$ cat src/rtl/mult_result_capture.sv
// Captures the final product of the lockstep 8x8 shift-add multiplier at stage 9 and
// queues it for a valid/ready consumer. Optional running sum: define MULT_CAP_SUM_EN.
module mult_result_capture #(
    parameter int DEPTH  = 4,
    parameter int PHASES = 10
) (
    input  logic                     clk,
    input  logic                     rst,
    input  logic [15:0]              mult_out,
    output logic [15:0]              res_data,
    output logic                     res_valid,
    input  logic                     res_ready,
    output logic                     round_start,
    output logic [3:0]               phase,
    output logic [$clog2(DEPTH):0]   count,
`ifdef MULT_CAP_SUM_EN
    output logic                     overflow,
    output logic [23:0]              sum_out
`else
    output logic                     overflow
`endif
);

    localparam int PW = $clog2(DEPTH);
    localparam logic [PW:0] FULL_COUNT = (PW + 1)'(DEPTH);
    localparam logic [3:0]  LAST_PHASE = 4'(PHASES - 1);

    logic [15:0]   mem [DEPTH];
    logic [PW-1:0] rd_ptr;
    logic [PW-1:0] wr_ptr;
    logic          push;
    logic          pop;
    logic          full;
    logic          accept;

    assign push        = (phase == LAST_PHASE);
    assign full        = (count == FULL_COUNT);
    assign res_valid   = (count != '0);
    assign pop         = res_valid && res_ready;
    // A full FIFO still takes the product when the head leaves on the same edge.
    assign accept      = push && (!full || pop);
    assign round_start = (phase == 4'd0);
    assign res_data    = res_valid ? mem[rd_ptr] : 16'h0;

    always_ff @(posedge clk) begin
        if (rst) begin
            phase    <= 4'd0;
            rd_ptr   <= '0;
            wr_ptr   <= '0;
            count    <= '0;
            overflow <= 1'b0;
        end else begin
            phase <= (phase == LAST_PHASE) ? 4'd0 : phase + 4'd1;
            if (accept) begin
                wr_ptr <= wr_ptr + 1'b1;
            end
            if (pop) begin
                rd_ptr <= rd_ptr + 1'b1;
            end
            case ({accept, pop})
                2'b10:   count <= count + 1'b1;
                2'b01:   count <= count - 1'b1;
                default: count <= count;
            endcase
            if (push && !accept) begin
                overflow <= 1'b1;
            end
        end
    end

    always_ff @(posedge clk) begin
        if (!rst && accept) begin
            mem[wr_ptr] <= mult_out;
        end
    end

`ifdef MULT_CAP_SUM_EN
    logic [24:0] sum_next;

    assign sum_next = {1'b0, sum_out} + {9'b0, mult_out};

    // Saturates at the 24-bit ceiling instead of wrapping.
    always_ff @(posedge clk) begin
        if (rst) begin
            sum_out <= 24'h0;
        end else if (accept) begin
            sum_out <= sum_next[24] ? 24'hFFFFFF : sum_next[23:0];
        end
    end
`endif

endmodule

$ cat config.mk
export PLATFORM = sky130hd
export DESIGN_NAME = mult_result_capture
export DESIGN_NICKNAME = d
export VERILOG_FILES = /design/src/rtl/mult_result_capture.sv
export SDC_FILE = /design/constraint.sdc
export NUM_CORES = 1
export LEC_CHECK = 0
export ABC_AREA = 0
export BUFFER_PORTS_ARGS = -buffer_cell sky130_fd_sc_hd__buf_2
export CAP_MARGIN = 20
export CORE_UTILIZATION = 55
export CTS_CLUSTER_DIAMETER = 120
export DETAILED_ROUTE_END_ITERATION = 6
export GPL_ROUTABILITY_DRIVEN = 0
export PLACE_DENSITY = 0.79
export SYNTH_ARGS = -nofsm -noshare
export SYNTH_HDL_FRONTEND = slang
export SYNTH_SLANG_ARGS = --single-unit
$ cat constraint.sdc
create_clock -name clk -period 4.7 [get_ports clk]
set_input_delay 0.235 -clock clk [delete_from_list [all_inputs] [get_ports clk]]
set_output_delay 0.235 -clock clk [all_outputs]
set_load 0.005 [all_outputs]
**Word-level counts from Yosys, hierarchy flattened**

Memories as Yosys holds them, arrays and structs flattened. A register that Yosys moved wholly into a read port is not among the register bits.
Cells that the tools add are included.

- Register bits: 12
- Memory bits (writable): 64
- Input bits: 19
- Output and inout bits: 26
- Memories: 1

Memories:

| memory | words | width | rd ports | clocked after Yosys merged registers in | write ports | line | source |
|---|---|---|---|---|---|---|---|
| mem | 4 | 16 | 1 | 1 | 1 | 28 | `logic [15:0] mem [DEPTH];` |

- Add/subtract/negate cells: 5
- Eq/ne operators: 4
- Mux-type cells: 6
- Reduce and logical (&&, ||, !) cells: 12

Operator list:

| cell | number |
|---|---|
| $mux W16 | 1 |
| $pmux W3 S2 | 1 |
| $add A2 B1 Y2 const B | 2 |
| $add A4 B1 Y4 const B | 1 |
| $eq A4 B4 Y1 const B | 1 |
| $logic_and A1 B1 Y1 | 4 |
| $logic_not A4 Y1 | 1 |
| $mux W2 | 2 |
| $add A3 B1 Y3 const B | 1 |
| $eq A3 B3 Y1 const B | 1 |
| $logic_not A1 Y1 | 3 |
| $reduce_bool A3 Y1 | 1 |
| $sub A3 B1 Y3 const B | 1 |
| $eq A2 B1 Y1 const B | 1 |
| $eq A2 B2 Y1 const B | 1 |
| $mux W1 | 2 |
| $reduce_bool A2 Y1 | 1 |
| $reduce_or A2 Y1 | 1 |
| $logic_or A1 B1 Y1 | 1 |

**Longest topological paths before layout**

Gate-level depths: netlist (run 1).

- Depth after elaboration: 7
- Gate-level depth with buffers: 10

**Least setup slack after synthesis (run 1)**

Ideal clock, no wire load.

- Path kind: register to register
- Start: reg phase[1]
- End: reg count[2]
- Arrival: 1.966 ns
- Data required time: 4.568 ns
- Setup slack: 2.602 ns
- Stages on the path, launching flop included: 11
- Period minus slack after synthesis: 2.098 ns
- Cell sequence: dfxtp_1 -> inv_1 -> ha_1 -> and3b_1 -> clkbuf_1 -> nor2_1 -> inv_1 -> fa_1 -> nor4b_2 -> o21a_1 -> nor3_1

- Longest elaborated chain between the ends: 4

Ends and longest elaborated chain:

| what | line | source |
|---|---|---|
| start, declared | 14 | `output logic [3:0] phase,` |
| start signal, assigned | 53 | `phase <= (phase == LAST_PHASE) ? 4'd0 : phase + 4'd1;` |
| $eq A4 B4 Y1 (*) | 36 | `assign push = (phase == LAST_PHASE);` |
| $logic_and A1 B1 Y1 (*) | 41 | `assign accept = push && (!full \|\| pop);` |
| $eq A2 B1 Y1 / $eq A2 B2 Y1 (equally long branches) | 60 | `case ({accept, pop})` |
| $pmux W3 S2 / $reduce_bool A2 Y1 (equally long branches) | n/a |  |
| end signal, assigned | 61 | `2'b10: count <= count + 1'b1;` |
| end signal, assigned | 62 | `2'b01: count <= count - 1'b1;` |
| end signal, assigned | 63 | `default: count <= count;` |
| end, declared | 15 | `output logic [$clog2(DEPTH):0] count,` |

Every way passes the cells marked *; elsewhere a longest branch is shown, timed or not.
A chain may end at the register's enable or synchronous reset.

==> impl_metrics.toml, run 1 <==
[drt]
postRouteAntennaNets = 0
first_pass_iters = 4
wire_per_inst_microns = 16.1
drc = 0
routed-via-count = 1608
wl_mm = 4.90
first_iter_violations = 92
viasPerCell = 5.29

[final_layout]
final_common_cell = "edfxtp_1"
nets = 254
drive_gt1_share_pct = 35.8
final_cell_mix = "edfxtp_1, buf_2, and2_1"
n_fill_cell = 414
layout.cells.non_filler = 304
insertedDiodeCount = 0
area_growth_pct = 15.9

[logic_synthesis]
yosys_register_bits = 78
yosys.area.top_type_share_pct = 60.7
ys_seq_area_share_pct = 69.5
synth_nets = 207
synth.distinct_cells = 30
synth.avg_cell_area_sq_um = 17.6
netlist_area_sq_um = 3170
synth_area_leaders = "edfxtp_1, mux4_2, dfxtp_1"
syn_inst = 180
yosys_warnings = 0
yosysTopAreaCell = "edfxtp_1"

[setup_path]
crit_arrival_ns = 2.03
crit_path_end = "res_data[4]"
rr_endpoint = "mem[1][10]"
ff2ff_setup_slack_ns = 2.46
start_kind = "flop"
path_class = "reg -> out"
critPathCaptureType = "primary output"
crit_fanout = 10
r2r_cells = 4
r2r-start = "phase[0]"
required_ns = 4.47

[clock_tree]
cts_setup_buffers = 0
cts_tree = "built"
ctsResizeCount = 0
cts_hold_buf = 0
clk_latency_ns = 0.34
cts_sinks = 78
cts_root_buffer = "clkbuf_8"
clockBufferDepth = 2
clk_pin_slew_ns = 0.08
cts_buffers = 9
htree_levels = 3

[floorplan]
rows = 27
chipHeight_microns = 77.9
dieArea_sq_um = 6070
ios = 45
initial_core_util_pct = 57.2
core_area_sq_um = 5540
dieWidth_microns = 77.9

[timing]
final.setup.tns_ns = 0
slew_headroom_pct = 45.5
slew_viol_final = 0
max_freq_ghz = 0.442
setup_ws_ns = 2.44
fin_crit_sh_pct = 48.1
setup_viol = 0
rsz0062_at_grt = "no"
fin_crit_ns = 2.26
fin_worst_skew_ns = 0.0105
hold_ws_ns = 0.114
tightest_slew_ns = 0.817
finalHoldViolCount = 0

[grt]
grt_max_degree = 19
grt_first_pass_wirelength_mm = 7.98
grt.overflow.total = 0
grt_util_all_layers_pct = 18.3
grt_pass1_vias = 1581
antenna_found_initial = 0

[power_and_ir_drop]
power_mw = 1.65
p_leak_nw = 1.31
ir_drop_uv = 302
power_density_nw_per_um2 = 450

[min_path]
min_path_type = "in -> reg"

[place]
dp_slack_ns = 2.46
hpwl_mm = 3.14
portBuffers = 44
place_inst = 287

[job]
cap_violations = 0

[status]
outcome = "complete, no violations"
==> cell type report <==
type,instances,area (sq um),area share (%)
tap,72,90.1,2.45
sequential,78,2200,60.0
multi-input combinational,86,892,24.3
timing repair buffer,45,235,6.41
clock inverter,4,70.1,1.91
inverter,7,26.3,0.716
clock buffer,12,155,4.23
==> power by group <==
part	switching, mW	leakage, nW	internal [mW]
Combinational	0.136	0.508	0.172
Sequential	0.0358	0.689	0.762
Clock	0.220	0.116	0.327
Total	0.392	1.31	1.26
==> cells by family after synthesis <==
family	after synthesis	share of synthesized area, %
and+or+nand+nor	50	9.68
xor gates and xnor gates	4	1.11
adders and majority gates	8	3.40
muxes	19	12.4
DFF	78	69.5
AOI/OAI and AO/OA	5	1.58
buffers and inverters	16	2.33
==> metal layers <==
| layer | vias up | GRT usage (%) | wire length (microns) |
|---|---|---|---|
| met5 | - | 0 | 0 |
| met1 | 796 | 23.1 | 2190 |
| met2 | 38 | 30.0 | 2470 |
| met4 | 0 | 8.89 | 96 |
| li1 | 763 | - | - |
| met3 | 11 | 4.24 | 156 |
==> critical path, cell delays in order (launching register included) <==
cell and delay (ns):
dfxtp_1 0.64, buf_8 0.24, mux4_2 0.50, and2_1 0.18
buf_2 0.13
==> registers in the layout (all words and copies together) (netlist names), named ones only <==
| register | cells |
|---|---|
| overflow | 1 |
| wr_ptr | 2 |
| rd_ptr | 2 |
| count | 3 |
| mem | 64 |
| phase | 4 |
==> how the worst min path moves through the flow <==
stage / start / endpoint / depth (start not counted)
finish: mult_out[3] / mem[3][3] / 1
global route: mult_out[2] / mem[2][2] / 1
CTS: mult_out[2] / mem[2][2] / 1
detailed placement: overflow / overflow / 2
global placement: overflow / overflow / 2
floorplan: mult_out[0] / mem[0][0] / 0
==> stage by stage <==
step	utilization (%)	instance area, sq um
finish	66.3	3670
global route	66.3	3670
CTS	66.0	3660
detailed placement	61.9	3430
global placement	61.9	3430
floorplan	-	3170
==> synthesized netlist by cell type <==
cell / number
nor2_2: 1
or3_1: 1
inv_1: 7
o21a_1: 2
edfxtp_1: 64
nand3_1: 3
and2_1: 20
mux2_2: 2
buf_4: 1
dfxtp_1: 14
nor4b_4: 1
nand2b_1: 1
ha_1: 7
mux2i_1: 1
buf_6: 1
nor3_1: 5
nor3b_1: 3
and3b_1: 1
a21oi_1: 1
o31ai_4: 1
nor2_1: 12
nor4b_2: 1
clkbuf_1: 5
a21oi_2: 1
buf_2: 2
fa_1: 1
xnor2_1: 2
mux4_2: 16
nand3b_1: 1
xor2_1: 2
Power figures use the tool's default switching activity.
==> inputs of run 2 (changes only) <==
Settings changed: CORE_UTILIZATION 55 to 51, PLACE_DENSITY 0.79 to 0.77.
Clock period 4.7 ns to 1.87 ns, I/O delays scaled along.
==> impl_metrics.toml, run 2 (synthesis results as in run 1) <==
[final_layout]
drive_gt1_share_pct = 39.8
largestRegisters = "mem: 64 flops, phase: 4 flops, count: 3 flops"
largest_reg_flops = 64
nets = 286
area_growth_pct = 25.2
final_cell_mix = "edfxtp_1, buf_2, and2_1"
final_common_cell = "edfxtp_1"
n_fill_cell = 416
final_core_util_pct = 66.6
max_flop_register = "mem"
insertedDiodeCount = 0

[clock_tree]
htree_levels = 3
cts_buffers = 9
cts_sinks = 78
cts_root_buffer = "clkbuf_8"
clk_latency_ns = 0.33
clockBufferDepth = 2
cts_tree = "built"
clk_pin_slew_ns = 0.08

[power_and_ir_drop]
ir_drop_uv = 559
power_mw = 3.93
p_leak_nw = 1.45
power_density_nw_per_um2 = 990

[setup_path]
rr_endpoint = "count[2]"
critPathCaptureType = "flop"
r2r_cells = 9
crit_arrival_ns = 2.02
required_ns = 2.09
ff2ff_setup_slack_ns = 0.07
path_class = "reg -> reg"
r2r-start = "phase[1]"
crit_fanout = 3
start_kind = "flop"

[floorplan]
rows = 28
ios = 45
dieArea_sq_um = 6530
core_area_sq_um = 5960
initial_core_util_pct = 53.2
chipHeight_microns = 80.8
dieWidth_microns = 80.8

[min_path]
hold_end = "overflow"
min_path_type = "in -> reg"
hold_start = "rst"
whs_path_depth = 2

[status]
outcome = "complete, no violations"

[grt]
grt.overflow.total = 0
grt_util_all_layers_pct = 18.0
grt_max_degree = 19
grt_first_pass_wirelength_mm = 8.42
grt_pass1_vias = 1782
antenna_found_initial = 0

[place]
hpwl_mm = 3.44
portBuffers = 44

[drt]
wl_mm = 5.35
wire_per_inst_microns = 15.8
first_pass_iters = 4
first_iter_violations = 109
drc = 0
postRouteAntennaNets = 0
viasPerCell = 5.13
routed-via-count = 1739

[job]
cap_violations = 0

[timing]
fin_crit_sh_pct = 96.4
finalHoldViolCount = 0
fin_crit_ns = 1.80
slew_headroom_pct = 72.1
slew_viol_final = 0
rsz0062_at_grt = "yes"
fin_worst_skew_ns = 0.00755
max_freq_ghz = 0.555
setup_viol = 0
tightest_slew_ns = 0.417
-- run 2: changes by cell type in the layout (fill, tap and decap cells not counted), moves of 2 or more --
cell and delta:
dfxtp_2 +2, dfxtp_1 -2, buf_12 +4, buf_4 +13
clkinv_2 +2, clkbuf_8 -2, bufinv_16 -2, dlygate4sd3_1 +16
-- run 2: through the flow --
stage                     area (sq um)  worst slack [ns]  TNS (ns)  std cells  hold slack (ns)
after global routing              3970           -0.0298   -0.0298        339            0.116
after global placement            3620            0.0459         0        306            0.308
after CTS                         3960           0.00237         0        338           0.0911
after detailed placement          3620           0.00588         0        306            0.313
after floorplan                   3190           -0.0684    -0.120        180            0.192
final                             3970            0.0666         0        339            0.107
-- run 2: report_power, final --
part | leakage, nW | switching (mW) | internal [mW]
Sequential | 0.689 | 0.0555 | 1.92
Clock | 0.0866 | 0.569 | 0.472
Combinational | 0.677 | 0.401 | 0.512
Total | 1.45 | 1.03 | 2.90
-- run 2: area by class of cell --
| type | instances | area, sq um | share of cell area [%] |
|---|---|---|---|
| clock buffer | 9 | 124 | 3.12 |
| clock inverter | 7 | 40.0 | 1.01 |
| inverter | 7 | 26.3 | 0.663 |
| multi-input combinational | 86 | 918 | 23.2 |
| sequential | 78 | 2200 | 55.6 |
| tap | 75 | 93.8 | 2.37 |
| timing repair buffer | 77 | 558 | 14.1 |
-- run 2: what timing repair did --
item                       4_1_cts  5_1_grt
pin swaps                        0        3
setup endpoints to repair        1        2
gates resized for setup          1        0
buffers inserted                 0        1
hold endpoints to repair        64        0
hold buffers                    16        0
-- run 2: worst max-delay path: stages (launching register included) --
cell     delay [ns]
dfxtp_2        0.33
inv_2          0.05
ha_4           0.15
and3b_1        0.18
nor2_2         0.10
inv_1          0.06
fa_2           0.36
nor4b_4        0.27
o21a_1         0.14
nor3_1         0.04
-- run 2: worst max-delay path by stage --
| stage | from | end | slack, ns | depth (start not counted) |
|---|---|---|---|---|
| 6_report | phase[1] | count[2] | 0.07 | 9 |
| 5_1_grt | phase[1] | count[2] | -0.03 | 9 |
| 4_1_cts | phase[1] | count[2] | 0.002 | 9 |
| 3_5_place_dp | phase[1] | count[2] | 0.006 | 9 |
| 3_3_place_gp | phase[1] | count[2] | 0.05 | 9 |
| 2_1_floorplan | phase[1] | count[2] | -0.07 | 10 |
-- run 2: layer usage --
| metal | track usage, % | share of wire, % | vias to the layer above |
|---|---|---|---|
| met3 | 5.39 | 4.7 | 4 |
| met5 | 0 | 0 | - |
| li1 | - | - | 833 |
| met2 | 30.0 | 52 | 50 |
| met1 | 22.1 | 42 | 852 |
| met4 | 6.96 | 0.69 | 0 |
==> inputs of run 3 (changes only) <==
Settings changed: REMOVE_ABC_BUFFERS set to 1.
Clock period 1.87 ns to 1.6 ns, I/O delays scaled along.
==> impl_metrics.toml, run 3 (synthesis results as in run 1) <==
[final_layout]
largest_reg_flops = 64
max_flop_register = "mem"
area_growth_pct = 34.9
nets = 303
largestRegisters = "mem: 64 flops, phase: 4 flops, count: 3 flops"
drive_gt1_share_pct = 47.0
finalInstanceArea_sq_um = 4270
final_common_cell = "edfxtp_1"
final_cell_mix = "edfxtp_1, buf_2, buf_4"
insertedDiodeCount = 0

[clock_tree]
clockBufferDepth = 2
clk_latency_ns = 0.34
cts_sinks = 78
cts_buffers = 9
cts_tree = "built"
htree_levels = 3
clk_pin_slew_ns = 0.08
cts_root_buffer = "clkbuf_8"

[floorplan]
chipHeight_microns = 80.8
rows = 28
initial_core_util_pct = 53.2
core_area_sq_um = 5960
ios = 45
dieArea_sq_um = 6530
dieWidth_microns = 80.8

[drt]
postRouteAntennaNets = 0
routed-via-count = 1837
first_iter_violations = 73
drc = 0
wl_mm = 6.13
wire_per_inst_microns = 17.2
first_pass_iters = 4
viasPerCell = 5.16

[min_path]
min_path_type = "in -> reg"
whs_path_depth = 3
hold_start = "rst"
hold_end = "wr_ptr[0]"

[grt]
grt.overflow.total = 0
grt_pass1_vias = 1982
grt_util_all_layers_pct = 20.7
grt_max_degree = 17
grt_first_pass_wirelength_mm = 9.52
antenna_found_initial = 0

[place]
hpwl_mm = 3.77
portBuffers = 44
postPlaceCellArea_sq_um = 3690
dp_slack_ns = -0.399

[timing]
tightest_slew_ns = 0.355
fin_crit_sh_pct = 116
fin_crit_ns = 1.86
fin_worst_skew_ns = 0.00650
setup_viol = 77
max_freq_ghz = 0.537
slew_headroom_pct = 76.2
slew_viol_final = 0
final.setup.tns_ns = -9.25
rsz0062_at_grt = "yes"
setup_ws_ns = -0.263
finalHoldViolCount = 0

[setup_path]
path_class = "reg -> reg"
r2r_cells = 9
startpoint = "phase[1]"
r2r-start = "phase[1]"
cp_slowest_stage_delay_ns = 0.37
ff2ff_setup_slack_ns = -0.26
rr_endpoint = "count[2]"
cpMaxStageDelayCell = "fa_2"
crit_fanout = 2
critPathCaptureType = "flop"
required_ns = 1.86
start_kind = "flop"
crit_arrival_ns = 2.12
path_cells = "inv_2 -> ha_4 -> and3b_1 -> nor2_2 -> inv_2 -> fa_2 -> nor4b_4 -> nor3_1 -> nor3_1"

[power_and_ir_drop]
p_leak_nw = 1.60
power_density_nw_per_um2 = 1250
ir_drop_uv = 725
power_mw = 5.34

[job]
cap_violations = 0

[status]
outcome = "complete, but fails checks"
violations = "negative setup slack"
## run 3: changes by cell type in the layout (fill, tap and decap cells not counted), sizes merged
cell | previous run | this run
bufinv | 0 | 3
buf | 61 | 78
clkinv | 5 | 2
## run 3: metrics by stage
step,instances,hold WS (ns),utilization (%)
3_3_place_gp,317,0.295,61.9
5_1_grt,356,0.125,71.8
3_5_place_dp,317,0.297,61.9
6_report,356,0.139,71.8
4_1_cts,357,0.130,71.8
2_1_floorplan,171,0.152,-
## run 3: where the power goes
part	total (mW)	switching, mW	internal (mW)	leakage (nW)
combinational	1.28	0.553	0.727	0.789
sequential	2.30	0.0565	2.24	0.690
clock	1.76	0.716	1.04	0.119
total	5.34	1.33	4.01	1.60
## run 3: final cells by class
class	count	area, sq um
clock buffers	9	124
fillers	382	1680
multi-input cells	86	958
well taps	75	93.8
clock inverters	7	121
repair buffers	94	743
inverters	7	26.3
flip-flops and latches	78	2210
## run 3: worst max-delay path, delay by kind of cell, from the launching register on
kind	cells	cell delay, ns
fa+ha+maj	2	0.52
simple gates	5	0.81
flops	1	0.34
buf+inv	2	0.11
## run 3: worst max-delay path by stage
stage	to	slack [ns]	cells after the start
2_1_floorplan	count[2]	-0.41	9
3_3_place_gp	count[2]	-0.28	9
3_5_place_dp	count[2]	-0.40	9
4_1_cts	count[1]	-0.26	8
5_1_grt	count[2]	-0.34	9
6_report	count[2]	-0.26	9
## run 3: repair_timing
item / 4_1_cts / 5_1_grt
hold endpoints to repair: 64 / 0
resized for setup: 27 / 8
setup endpoints to repair: 84 / 86
cloned: 3 / 0
pin swaps: 6 / 7
buffers inserted: 5 / 2
hold buffers: 16 / 0
## run 3: per-layer routing
layer / part of all wire (%) / up-vias / track usage, %
met3: 3.0 / 4 / 5.96
met1: 42 / 925 / 24.6
li1: - / 866 / -
met4: 0.33 / 0 / 6.79
met2: 54 / 42 / 36.1
met5: 0 / - / 0
